File: config.mk
export PLATFORM = sky130hd
export DESIGN_NAME = irrigation_tank_ctrl
export DESIGN_NICKNAME = d
export VERILOG_FILES = /design/src/rtl/irrigation_tank_ctrl_pkg.sv /design/src/rtl/irrigation_tank_ctrl_level_debouncer.sv /design/src/rtl/irrigation_tank_ctrl.sv
export SDC_FILE = /design/constraint.sdc
export NUM_CORES = 1
export LEC_CHECK = 0
export CAP_MARGIN = 20
export CORE_MARGIN = 4
export CORE_UTILIZATION = 56
export CTS_CLUSTER_SIZE = 24
export DETAILED_ROUTE_END_ITERATION = 8
export GPL_TIMING_DRIVEN = 0
export HOLD_SLACK_MARGIN = 0.08
export PLACE_DENSITY = 0.78
export SYNTH_ARGS = -nofsm -noshare
export SYNTH_HDL_FRONTEND = slang
export SYNTH_SLANG_ARGS = --single-unit
File: constraint.sdc
create_clock -name clk -period 2.35 [get_ports clk]
set_clock_uncertainty 0.1 [all_clocks]
set_input_delay 0.5875 -clock clk [delete_from_list [all_inputs] [get_ports clk]]
set_output_delay 0.5875 -clock clk [all_outputs]
set_load 0.01 [all_outputs]
File: src/rtl/irrigation_tank_ctrl_pkg.sv
// Shared encodings for the tank sequencer: FSM states, level codes and the
// probe patterns that map onto them (also used by the level-display decoder).
package irrigation_tank_ctrl_pkg;

   localparam logic [1:0] ST_IDLE  = 2'd0;
   localparam logic [1:0] ST_FILL  = 2'd1;
   localparam logic [1:0] ST_IRR   = 2'd2;
   localparam logic [1:0] ST_FAULT = 2'd3;

   localparam logic [1:0] LVL_EMPTY = 2'd0;
   localparam logic [1:0] LVL_LOW   = 2'd1;
   localparam logic [1:0] LVL_MID   = 2'd2;
   localparam logic [1:0] LVL_HIGH  = 2'd3;

   // probe pattern order is {A (high), M (mid), B (low)}
   localparam logic [2:0] PAT_EMPTY = 3'b000;
   localparam logic [2:0] PAT_LOW   = 3'b001;
   localparam logic [2:0] PAT_MID   = 3'b011;
   localparam logic [2:0] PAT_HIGH  = 3'b111;

   function automatic logic pat_valid(input logic [2:0] pat);
      return (pat == PAT_EMPTY) || (pat == PAT_LOW) ||
             (pat == PAT_MID)   || (pat == PAT_HIGH);
   endfunction

   function automatic logic [1:0] pat_level(input logic [2:0] pat);
      logic [1:0] lvl;
      case (pat)
         PAT_LOW:  lvl = LVL_LOW;
         PAT_MID:  lvl = LVL_MID;
         PAT_HIGH: lvl = LVL_HIGH;
         default:  lvl = LVL_EMPTY;
      endcase
      return lvl;
   endfunction

endpackage

File: src/rtl/irrigation_tank_ctrl_level_debouncer.sv
// Probe front end: two-flop synchroniser, stability counter and code map.
// A code is accepted once, on the DEB_LEN-th consecutive equal sample.
module level_debouncer
   import irrigation_tank_ctrl_pkg::*;
#(
   parameter int DEB_LEN = 16
) (
   input  logic       clk,
   input  logic       rst_n,
   input  logic [2:0] probes,
   output logic [1:0] lvl_code,
   output logic       lvl_valid,
   output logic       inv_lvl,
   output logic       code_ok
);

   localparam int DW = $clog2(DEB_LEN + 1);

   logic [2:0]    sync1;
   logic [2:0]    sync2;
   logic [2:0]    smp;
   logic [1:0]    sync_vld;
   logic [DW-1:0] stab_cnt;
   logic          accept;

   // samples taken before the synchroniser has filled are ignored
   assign accept = sync_vld[1] && (sync2 == smp) && (stab_cnt == DW'(DEB_LEN - 1));

   // synchronise the raw probes and track synchroniser fill after reset
   always_ff @(posedge clk or negedge rst_n) begin
      if (!rst_n) begin
         sync1    <= '0;
         sync2    <= '0;
         sync_vld <= '0;
      end else begin
         sync1    <= probes;
         sync2    <= sync1;
         sync_vld <= {sync_vld[0], 1'b1};
      end
   end

   // count consecutive equal samples; saturating at DEB_LEN prevents re-acceptance
   always_ff @(posedge clk or negedge rst_n) begin
      if (!rst_n) begin
         smp      <= '0;
         stab_cnt <= '0;
      end else if (sync_vld[1]) begin
         if ((stab_cnt == '0) || (sync2 != smp)) begin
            smp      <= sync2;
            stab_cnt <= DW'(1);
         end else if (stab_cnt != DW'(DEB_LEN)) begin
            stab_cnt <= stab_cnt + DW'(1);
         end
      end
   end

   // map accepted codes; an invalid code keeps the old level and pulses inv_lvl
   always_ff @(posedge clk or negedge rst_n) begin
      if (!rst_n) begin
         lvl_code  <= LVL_EMPTY;
         lvl_valid <= 1'b0;
         inv_lvl   <= 1'b0;
         code_ok   <= 1'b0;
      end else begin
         inv_lvl <= 1'b0;
         if (accept) begin
            if (pat_valid(sync2)) begin
               lvl_code  <= pat_level(sync2);
               lvl_valid <= 1'b1;
               code_ok   <= 1'b1;
            end else begin
               inv_lvl   <= 1'b1;
               code_ok   <= 1'b0;
            end
         end
      end
   end

endmodule

File: src/rtl/irrigation_tank_ctrl.sv
// Tank fill / irrigation sequencer with pump-timeout and invalid-probe fault.
//
//  state    | meaning
//  ---------+--------------------------------------------------------------
//  ST_IDLE  | pump and valve off, waiting for a valid level
//  ST_FILL  | pump on until level high; timeout -> fault
//  ST_IRR   | valve open for IRR_TIME ticks, or until dry / request dropped
//  ST_FAULT | everything off until fault_clr with a valid probe code
module irrigation_tank_ctrl
   import irrigation_tank_ctrl_pkg::*;
#(
   parameter int DEB_LEN      = 16,
   parameter int FILL_TIMEOUT = 120,
   parameter int IRR_TIME     = 30,
   parameter int CNT_W        = 8
) (
   input  logic       clk,
   input  logic       rst_n,
   input  logic       tick,
   input  logic       probe_a,
   input  logic       probe_m,
   input  logic       probe_b,
   input  logic       irr_req,
   input  logic       fault_clr,
   output logic       pump,
   output logic       valve,
   output logic       alarm,
   output logic [1:0] lvl_code,
   output logic       lvl_valid,
   output logic [1:0] state_o
);

   logic [1:0]       state;
   logic [1:0]       nxt;
   logic [CNT_W-1:0] tick_cnt;
   logic             inv_lvl;
   logic             code_ok;

   level_debouncer #(.DEB_LEN(DEB_LEN)) u_deb (
      .clk       (clk),
      .rst_n     (rst_n),
      .probes    ({probe_a, probe_m, probe_b}),
      .lvl_code  (lvl_code),
      .lvl_valid (lvl_valid),
      .inv_lvl   (inv_lvl),
      .code_ok   (code_ok)
   );

   assign state_o = state;

   // next-state decode; an invalid probe code overrides everything
   always_comb begin
      nxt = state;
      case (state)
         ST_IDLE: begin
            if (lvl_valid) begin
               if (lvl_code <= LVL_LOW) nxt = ST_FILL;
               else if (irr_req)        nxt = ST_IRR;
            end
         end
         ST_FILL: begin
            if (lvl_code == LVL_HIGH)                   nxt = ST_IDLE;
            else if (tick_cnt == CNT_W'(FILL_TIMEOUT)) nxt = ST_FAULT;
         end
         ST_IRR: begin
            if ((tick_cnt == CNT_W'(IRR_TIME)) || (lvl_code <= LVL_LOW) || !irr_req)
               nxt = ST_IDLE;
         end
         default: begin
            if (fault_clr && code_ok) nxt = ST_IDLE;
         end
      endcase
      if (inv_lvl) nxt = ST_FAULT;
   end

   // tick counter: cleared on state entry, saturating
   always_ff @(posedge clk or negedge rst_n) begin
      if (!rst_n)                           tick_cnt <= '0;
      else if (nxt != state)                tick_cnt <= '0;
      else if (tick && (tick_cnt != '1))    tick_cnt <= tick_cnt + CNT_W'(1);
   end

   // state and registered Moore outputs
   always_ff @(posedge clk or negedge rst_n) begin
      if (!rst_n) begin
         state <= ST_IDLE;
         pump  <= 1'b0;
         valve <= 1'b0;
         alarm <= 1'b0;
      end else begin
         state <= nxt;
         pump  <= (nxt == ST_FILL);
         valve <= (nxt == ST_IRR);
         alarm <= (state == ST_FAULT) || (lvl_valid && (lvl_code == LVL_EMPTY));
      end
   end

endmodule

==> flow_metrics.env, run 1 <==
export IMPL_cap_violations=0
export IMPL_regToRegStartpoint="tick_cnt[0]"
export IMPL_synth_top_area_cell="dfrtp_1"
export IMPL_grtUsageTotal_pct=18.0
export IMPL_seqCellArea_um2=851
export IMPL_rsz0062_at_grt="false"
export IMPL_rows=19
export IMPL_met1_length_mm=1.42
export IMPL_period_share_pct=88.2
export IMPL_cts_hold_buf=0
export IMPL_io_pins=16
export IMPL_setup_ws_ns=0.278
export IMPL_r2r_end="tick_cnt[3]"
export IMPL_r2r_cells=6
export IMPL_reg2reg_setup_slack_ns=0.28
export IMPL_slew_viol_final=0
export IMPL_first_pass_iters=4
export IMPL_ctsLongestPathBuffers=2
export IMPL_antenna_left=0
export IMPL_yosysSeqAreaShare_pct=50.9
export IMPL_fmax_mhz=483
export IMPL_cp_arrival_ns=1.38
export IMPL_die_h_um=62.6
export IMPL_multiInputGateArea_um2=772
export IMPL_die_w_um=62.6
export IMPL_postCtsSetupBuffers=0
export IMPL_viasPerCell=6.21
export IMPL_status="finished, final reports clean"
export IMPL_placed_cells=196
export IMPL_slowest_delay_ns=0.58
export IMPL_antennaDiodeCount=0
export IMPL_root_buffer="clkbuf_4"
export IMPL_dp_hpwl_mm=2.27
export IMPL_cp_buffers_inverters=1
export IMPL_wirelength_mm=3.10
export IMPL_irDropWorstVdd_uv=599
export IMPL_crit_family="buffers and inverters"
export IMPL_synthArstFlopShare_pct=100
export IMPL_clock_sinks=34
export IMPL_h_tree_depth=2
export IMPL_synthTopCellsByCount="dfrtp_1, nand2_1, inv_1, nor4_1"
export IMPL_synth_edf_count=0
export IMPL_syn2layout_area_growth_pct=15.9
export IMPL_syn_area_mm2=0.00167
export IMPL_dpl_worst_slack_ns=0.125
export IMPL_period_minus_slack_ns=2.07
export IMPL_ys_ff_latch=34
export IMPL_start_util_pct=59.6
export IMPL_critPathSlowestCell="clkdlybuf4s50_1"
export IMPL_yosysWarnings=0
export IMPL_cts_tree="done"
export IMPL_synth_main_ff_cell="dfrtp_1"
export IMPL_synthCells=150
export IMPL_synth_area_leaders="dfrtp_1, ha_1, mux2_2, xnor2_1, nor4_1"
export IMPL_synth_cell_types=48
export IMPL_critical_path_peak_fanout=7
export IMPL_grt_remaining_overflow=0
export IMPL_cellLeakagePower_nw=0.857
export IMPL_drive_gt1_share_pct=13.3
export IMPL_tightest_slew_ns=1.05
export IMPL_grt_max_degree=35
export IMPL_antenna_found_initial=0
export IMPL_dr_first_iter_drc_count=76
export IMPL_yosysTopAreaCellShare_pct=50.9
export IMPL_num_vias=1266
export IMPL_postSynthAreaPerCell_um2=11.1
export IMPL_wl_met3_um=163
export IMPL_setup_viol=0
export IMPL_p_per_area_mw_per_mm2=807
export IMPL_portBuffers=15
export IMPL_crit_required_ns=1.66
export IMPL_grt_first_pass_wirelength_mm=5.66
export IMPL_dr_wl_met2_mm=1.48
export IMPL_path_cells="clkdlybuf4s50_1"
export IMPL_synth_most_common_cell="dfrtp_1"
export IMPL_fill_cells=227
export IMPL_dr_max_layer_used="met4"
export IMPL_layout_nets=186
export IMPL_slew_headroom_pct=29.5
export IMPL_drcViolationCount=0
export IMPL_start_kind="register"
export IMPL_critPathKind="reg2out"
export IMPL_grt_pass1_vias=1250
export IMPL_die_area_mm2=0.00392
export IMPL_finalHoldViolations=0
export IMPL_worstSkewPairLatency_ns=0.33
export IMPL_hold_class="in2async"
export IMPL_wl_per_cell_um=15.2
export IMPL_critPathCaptureType="output port"
export IMPL_clk_pin_slew_worst_paths_ns=0.11
export IMPL_syn_nets=164
export IMPL_instances_no_fill=204
export IMPL_gp_congestion=0.836
export IMPL_cts_resized=0
export IMPL_cts_buffers=5
export IMPL_core_mm2=0.00281
==> worst max path at each step <==
stage | start | to | slack [ns] | cells past startpoint
floorplan | u_deb.stab_cnt[0] | u_deb.code_ok | 0.55 | 6
global placement | rst_n | u_deb.stab_cnt[4] | -0.05 | 1
detailed placement | irr_req | tick_cnt[3] | 0.12 | 5
CTS | state_o[0] | state_o[0] | 0.29 | 1
global route | tick_cnt[0] | tick_cnt[3] | 0.22 | 6
finish | state_o[0] | state_o[0] | 0.28 | 1
==> area by class of cell <==
class	count	area share, %
inverters	8	1.55
flip-flops and latches	34	43.9
plain buffers	3	0.968
clock buffers	5	1.94
well taps	31	2.00
multi-input cells	105	39.8
repair buffers	15	7.49
clock inverters	3	2.32
==> cells by family after synthesis <==
| logic type | share of synthesized area [%] |
|---|---|
| flip-flops | 50.9 |
| AND/OR/NAND/NOR | 17.3 |
| buffers and inverters | 2.92 |
| multiplexers | 3.97 |
| adder cells (fa/ha/maj) | 4.49 |
| AO/OA/AOI/OAI | 15.5 |
| other | 0.224 |
| XOR/XNOR | 4.72 |
==> layer usage <==
metal  up-vias  global-route usage, %
li1        603                      -
met1       625                   22.1
met2        32                   29.3
met3         6                   7.01
met4         0                   5.51
met5         -                      0
==> stage by stage <==
step | TNS [ns] | util [%] | total power (W) | cell area [um^2] | hold WS, ns
floorplan | 0 | - | 0.00104 | 1670 | 0.192
global placement | -1.48 | 66.3 | 0.00111 | 1860 | 0.233
detailed placement | 0 | 66.1 | 0.00114 | 1860 | 0.235
CTS | 0 | 69.1 | 0.00157 | 1940 | 0.215
global route | 0 | 69.1 | 0.00169 | 1940 | 0.231
finish | 0 | 69.1 | 0.00156 | 1940 | 0.190
==> registers in the layout, indices dropped and copies added, names as in the netlist <==
register / flops
alarm: 1
pump: 1
state_o: 2
tick_cnt: 8
u_deb.code_ok: 1
u_deb.inv_lvl: 1
u_deb.lvl_code: 2
u_deb.lvl_valid: 1
u_deb.smp: 3
u_deb.stab_cnt: 5
u_deb.sync1: 3
u_deb.sync2: 3
u_deb.sync_vld: 2
valve: 1
==> cells in the final DEF (no fill, tap or decap), types with 2 or more instances in the layout <==
cell and count:
nand3b_1 2, o21ai_0 6, clkdlybuf4s50_1 14, nor2_1 4
xnor2_1 6, inv_1 8, and2_1 2, mux2_2 5
nand2_1 11, and3_1 5, o31ai_1 3, xor2_1 3
a31o_2 2, a22oi_1 2, nand4_1 3, nand3_1 4
dfrtp_1 34, clkbuf_4 5, clkinvlp_4 2, clkbuf_1 2
a2111oi_0 2, a21oi_1 2, nor4_1 8, ha_1 6
a21o_1 4
==> report_power, final <==
part,switching (W),internal (W)
clock,0.000206,0.000223
combinational,0.000182,0.000174
sequential,0.000107,0.000672
total,0.000495,0.00107
No activity file was read; power rests on OpenSTA's default activity.
==> run 2, diff against run 1 <==
--- a/config.mk
+++ b/config.mk
@@ -7,12 +7,12 @@
 export LEC_CHECK = 0
 export CAP_MARGIN = 20
 export CORE_MARGIN = 4
-export CORE_UTILIZATION = 56
+export CORE_UTILIZATION = 60
 export CTS_CLUSTER_SIZE = 24
 export DETAILED_ROUTE_END_ITERATION = 8
 export GPL_TIMING_DRIVEN = 0
 export HOLD_SLACK_MARGIN = 0.08
-export PLACE_DENSITY = 0.78
+export PLACE_DENSITY = 0.83
 export SYNTH_ARGS = -nofsm -noshare
 export SYNTH_HDL_FRONTEND = slang
 export SYNTH_SLANG_ARGS = --single-unit
==> constraint.sdc (replaced) <==
create_clock -name clk -period 2.64 [get_ports clk]
set_clock_uncertainty 0.1 [all_clocks]
set_input_delay 0.66 -clock clk [delete_from_list [all_inputs] [get_ports clk]]
set_output_delay 0.66 -clock clk [all_outputs]
set_load 0.01 [all_outputs]
==> flow_metrics.env, run 2 (synthesis results as in run 1) <==
export IMPL_status="finished, final reports clean"
export IMPL_crit_family="buffers and inverters"
export IMPL_period_minus_slack_ns=2.14
export IMPL_crit_required_ns=1.88
export IMPL_worstSkewPairLatency_ns=0.34
export IMPL_start_util_pct=65.1
export IMPL_die_area_mm2=0.00369
export IMPL_core_mm2=0.00257
export IMPL_antenna_left=0
export IMPL_grt_max_degree=35
export IMPL_tightest_slew_ns=1.00
export IMPL_portBuffers=15
export IMPL_critPathSlowestCell="clkdlybuf4s50_1"
export IMPL_cts_hold_buf=0
export IMPL_grt_pass1_vias=1337
export IMPL_cts_buffers=5
export IMPL_reg2reg_setup_slack_ns=0.58
export IMPL_sw_frac_of_total_pct=29.9
export IMPL_cellLeakagePower_nw=0.875
export IMPL_syn2layout_area_growth_pct=17.3
export IMPL_drcViolationCount=0
export IMPL_postCtsSetupBuffers=0
export IMPL_p_sw_w=0.000447
export IMPL_h_tree_depth=2
export IMPL_intPower_w=0.00105
export IMPL_placed_cells=195
export IMPL_final_common_cell="dfrtp_1"
export IMPL_die_h_um=60.8
export IMPL_final_cell_mix="dfrtp_1, clkdlybuf4s50_1, nand2_1"
export IMPL_top_register="tick_cnt"
export IMPL_antenna_found_initial=0
export IMPL_gp_congestion=0.885
export IMPL_rows=18
export IMPL_dr_first_iter_drc_count=41
export IMPL_reg_largest_list="tick_cnt (8), u_deb.stab_cnt (5)"
export IMPL_grtUsageTotal_pct=21.6
export IMPL_start_kind="register"
export IMPL_viasPerCell=6.26
export IMPL_setup_viol=0
export IMPL_irDropWorstVdd_uv=615
export IMPL_die_w_um=60.8
export IMPL_power_frac_seq_pct=46.1
export IMPL_cap_violations=0
export IMPL_path_cells="clkdlybuf4s50_1"
export IMPL_cts_tree="done"
export IMPL_layout_nets=186
export IMPL_slew_viol_final=0
export IMPL_rsz0062_at_grt="false"
export IMPL_slew_headroom_pct=32.5
export IMPL_wirelength_mm=3.21
export IMPL_slowest_delay_ns=0.59
export IMPL_num_vias=1270
export IMPL_largest_register_ffs=8
export IMPL_io_pins=16
export IMPL_clk_pin_slew_worst_paths_ns=0.12
export IMPL_ctsLongestPathBuffers=2
export IMPL_power_frac_comb_pct=21.7
export IMPL_fmax_mhz=466
export IMPL_finalHoldViolations=0
export IMPL_hold_class="in2async"
export IMPL_grt_first_pass_wirelength_mm=5.89
export IMPL_tns_ns=0
export IMPL_root_buffer="clkbuf_4"
export IMPL_first_pass_iters=4
export IMPL_cp_buffers_inverters=1
export IMPL_period_share_pct=81.2
export IMPL_critPathKind="reg2out"
export IMPL_p_per_area_mw_per_mm2=764
export IMPL_drive_gt1_share_pct=13.3
export IMPL_power_frac_clock_pct=32.2
export IMPL_instances_no_fill=203
export IMPL_cts_resized=0
export IMPL_dp_hpwl_mm=2.25
export IMPL_cp_arrival_ns=1.38
export IMPL_wl_per_cell_um=15.8
export IMPL_setup_ws_ns=0.496
export IMPL_dpl_worst_slack_ns=0.358
export IMPL_critical_path_peak_fanout=6
export IMPL_critPathCaptureType="output port"
export IMPL_grt_remaining_overflow=0
export IMPL_clock_sinks=34
export IMPL_antennaDiodeCount=0
-- run 2: changes by cell type in the layout (fill, tap and decap cells not counted), sizes merged --
cell	before	now
bufinv	1	2
clkinv	0	1
clkinvlp	2	0
-- run 2: power groups by stage --
| stage | combinational (W) | sequential (W) | clock (W) |
|---|---|---|---|
| after CTS | 0.000325 | 0.000689 | 0.000493 |
| after global routing | 0.000371 | 0.000703 | 0.000518 |
| after detailed placement | 0.000317 | 0.000698 | 0 |
| after floorplan | 0.000247 | 0.000676 | 0 |
| final | 0.000325 | 0.000690 | 0.000482 |
| after global placement | 0.000298 | 0.000691 | 0 |
-- run 2: final cells by class --
class                           count  area [um^2]
Multi-Input combinational cell    105          772
Sequential cell                    34          851
Tap cell                           30         37.5
Inverter                            8         30.0
Clock buffer                        5         37.5
Buffer                              3         18.8
Timing Repair Buffer               15          145
Fill cell                         178          607
Clock inverter                      3         68.8
-- run 2: path summary, 6_finish.rpt --
path	depth (start not counted)	end	start
max	1	lvl_code[1]	u_deb.lvl_code[1]
min	1	u_deb.stab_cnt[3]	rst_n
max reg2reg	6	tick_cnt[3]	tick_cnt[0]
min reg2reg	0	u_deb.sync2[1]	u_deb.sync1[1]
max in group asynchronous	1	tick_cnt[3]	rst_n
min in group clk	0	u_deb.sync2[1]	u_deb.sync1[1]
-- run 2: through the flow --
step	util, %	area (um^2)	hold slack, ns	power [W]
detailed placement	72.2	1850	0.236	0.00101
finish	76.4	1960	0.258	0.00150
floorplan	-	1670	0.231	0.000923
global placement	72.4	1860	0.231	0.000989
global route	76.4	1960	0.275	0.00159
CTS	76.4	1960	0.262	0.00151
-- run 2: per-layer routing --
| metal | track usage (%) | share of wire (%) | vias to the layer above |
|---|---|---|---|
| li1 | - | - | 603 |
| met1 | 26.6 | 44 | 621 |
| met2 | 35.4 | 49 | 39 |
| met3 | 7.02 | 5.3 | 7 |
| met4 | 8.36 | 1.5 | 0 |
| met5 | 0 | 0 | - |
==> run 3, diff against run 2 <==
--- a/config.mk
+++ b/config.mk
@@ -7,12 +7,12 @@
 export LEC_CHECK = 0
 export CAP_MARGIN = 20
 export CORE_MARGIN = 4
-export CORE_UTILIZATION = 60
+export CORE_UTILIZATION = 56
 export CTS_CLUSTER_SIZE = 24
 export DETAILED_ROUTE_END_ITERATION = 8
 export GPL_TIMING_DRIVEN = 0
 export HOLD_SLACK_MARGIN = 0.08
-export PLACE_DENSITY = 0.83
+export PLACE_DENSITY = 0.78
 export SYNTH_ARGS = -nofsm -noshare
 export SYNTH_HDL_FRONTEND = slang
 export SYNTH_SLANG_ARGS = --single-unit
==> constraint.sdc (replaced) <==
create_clock -name clk -period 2.1 [get_ports clk]
set_clock_uncertainty 0.1 [all_clocks]
set_input_delay 0.525 -clock clk [delete_from_list [all_inputs] [get_ports clk]]
set_output_delay 0.525 -clock clk [all_outputs]
set_load 0.01 [all_outputs]
==> flow_metrics.env, run 3 (synthesis results as in run 1) <==
export IMPL_status="finished, final reports clean"
export IMPL_crit_required_ns=1.47
export IMPL_dr_first_iter_drc_count=47
export IMPL_tightest_slew_ns=1.05
export IMPL_io_pins=16
export IMPL_slew_headroom_pct=29.6
export IMPL_cap_violations=0
export IMPL_worstSkewPairLatency_ns=0.33
export IMPL_p_per_area_mw_per_mm2=900
export IMPL_postCtsSetupBuffers=0
export IMPL_sw_frac_of_total_pct=31.7
export IMPL_clk_pin_slew_worst_paths_ns=0.11
export IMPL_grt_pass1_vias=1250
export IMPL_dp_hpwl_mm=2.27
export IMPL_drcViolationCount=0
export IMPL_largest_register_ffs=8
export IMPL_num_vias=1273
export IMPL_start_util_pct=59.6
export IMPL_period_share_pct=95.5
export IMPL_cts_hold_buf=0
export IMPL_core_mm2=0.00281
export IMPL_die_w_um=62.6
export IMPL_layout_nets=186
export IMPL_intPower_w=0.00120
export IMPL_grt_max_degree=35
export IMPL_slowest_delay_ns=0.58
export IMPL_power_frac_clock_pct=27.4
export IMPL_reg_largest_list="tick_cnt (8), u_deb.stab_cnt (5)"
export IMPL_regToRegStartpoint="tick_cnt[0]"
export IMPL_r2r_cells=6
export IMPL_finalHoldViolations=0
export IMPL_path_cells="clkdlybuf4s50_1"
export IMPL_drive_gt1_share_pct=13.3
export IMPL_critical_path_peak_fanout=7
export IMPL_wirelength_mm=3.09
export IMPL_period_minus_slack_ns=2.01
export IMPL_root_buffer="clkbuf_4"
export IMPL_cts_buffers=5
export IMPL_h_tree_depth=2
export IMPL_hold_class="in2async"
export IMPL_antenna_found_initial=0
export IMPL_antenna_left=0
export IMPL_setup_viol=0
export IMPL_dpl_worst_slack_ns=-0.0628
export IMPL_power_frac_comb_pct=22.7
export IMPL_critPathKind="reg2out"
export IMPL_viasPerCell=6.24
export IMPL_grt_remaining_overflow=0
export IMPL_first_pass_iters=4
export IMPL_start_kind="register"
export IMPL_wl_per_cell_um=15.2
export IMPL_syn2layout_area_growth_pct=16.4
export IMPL_portBuffers=15
export IMPL_crit_family="buffers and inverters"
export IMPL_critPathSlowestCell="clkdlybuf4s50_1"
export IMPL_critPathCaptureType="output port"
export IMPL_tns_ns=0
export IMPL_power_frac_seq_pct=49.8
export IMPL_gp_congestion=0.836
export IMPL_reg2reg_setup_slack_ns=0.13
export IMPL_irDropWorstVdd_uv=671
export IMPL_die_area_mm2=0.00392
export IMPL_top_register="tick_cnt"
export IMPL_grtUsageTotal_pct=18.0
export IMPL_r2r_end="tick_cnt[3]"
export IMPL_ctsLongestPathBuffers=2
export IMPL_setup_ws_ns=0.0940
export IMPL_die_h_um=62.6
export IMPL_final_common_cell="dfrtp_1"
export IMPL_rows=19
export IMPL_slew_viol_final=0
export IMPL_fmax_mhz=499
export IMPL_grt_first_pass_wirelength_mm=5.66
export IMPL_p_sw_w=0.000554
export IMPL_cp_arrival_ns=1.38
export IMPL_antennaDiodeCount=0
export IMPL_rsz0062_at_grt="false"
export IMPL_cts_tree="done"
export IMPL_cp_buffers_inverters=1
export IMPL_final_cell_mix="dfrtp_1, clkdlybuf4s50_1, nand2_1"
export IMPL_cellLeakagePower_nw=0.858
export IMPL_clock_sinks=34
## run 3: changes by cell type in the layout (fill, tap and decap cells not counted), sizes merged
cell and delta:
clkinvlp +2, bufinv -1, clkinv -1
## run 3: per-layer routing
| layer | part of all wire [%] | wire length, um | vias to the layer above | GRT usage, % |
|---|---|---|---|---|
| met5 | 0 | 0 | - | 0 |
| li1 | - | - | 602 | - |
| met2 | 48 | 1490 | 37 | 29.3 |
| met4 | 0.94 | 29 | 0 | 5.51 |
| met1 | 45 | 1390 | 628 | 22.1 |
| met3 | 6.0 | 184 | 6 | 7.01 |
## run 3: worst reg2reg max path, delay by kind of cell, from the launching register on
family | cells | cell delay (ns)
compound gates | 1 | 0.28
fa+ha+maj | 1 | 0.16
buf+inv | 1 | 0.12
flops | 1 | 0.41
simple gates | 3 | 0.74
## run 3: metrics by stage
step                hold slack [ns]  power, W  util [%]  instances  area, um^2
finish                        0.128   0.00175      69.4        204        1950
global route                  0.169   0.00189      69.4        204        1950
CTS                           0.152   0.00176      69.1        204        1940
detailed placement            0.235   0.00128      66.1        196        1860
global placement              0.233   0.00125      66.3        196        1860
floorplan                     0.129   0.00116         -        150        1670
## run 3: worst max path at each step
stage	startpoint	endpoint	slack, ns	cells after the start
floorplan	u_deb.stab_cnt[0]	u_deb.code_ok	0.30	6
global placement	rst_n	u_deb.stab_cnt[4]	-0.23	1
detailed placement	irr_req	tick_cnt[3]	-0.06	5
CTS	tick_cnt[0]	tick_cnt[3]	0.05	6
global route	u_deb.lvl_code[1]	tick_cnt[3]	0.02	4
finish	state_o[0]	state_o[0]	0.09	1
## run 3: timing repair
action | 4_1_cts | 5_1_grt
endpoints found under the hold margin | 0 | 0
endpoints found under the setup margin | 0 | 6
resized for setup | 0 | 1
## run 3: layout make-up
class / instances / area (um^2)
Tap cell: 31 / 38.8
Timing Repair Buffer: 15 / 145
Sequential cell: 34 / 851
Buffer: 3 / 18.8
Inverter: 8 / 30.0
Clock buffer: 5 / 37.5
Clock inverter: 3 / 45.0
Fill cell: 226 / 860
Multi-Input combinational cell: 105 / 779
## run 3: power groups by stage
| stage | clock network (W) | logic, W | registers [W] |
|---|---|---|---|
| 2_1_floorplan | 0 | 0.000311 | 0.000850 |
| 3_5_place_dp | 0 | 0.000398 | 0.000879 |
| 5_1_grt | 0.000538 | 0.000461 | 0.000889 |
| 4_1_cts | 0.000491 | 0.000403 | 0.000866 |
| 6_report | 0.000480 | 0.000398 | 0.000872 |
| 3_3_place_gp | 0 | 0.000376 | 0.000871 |
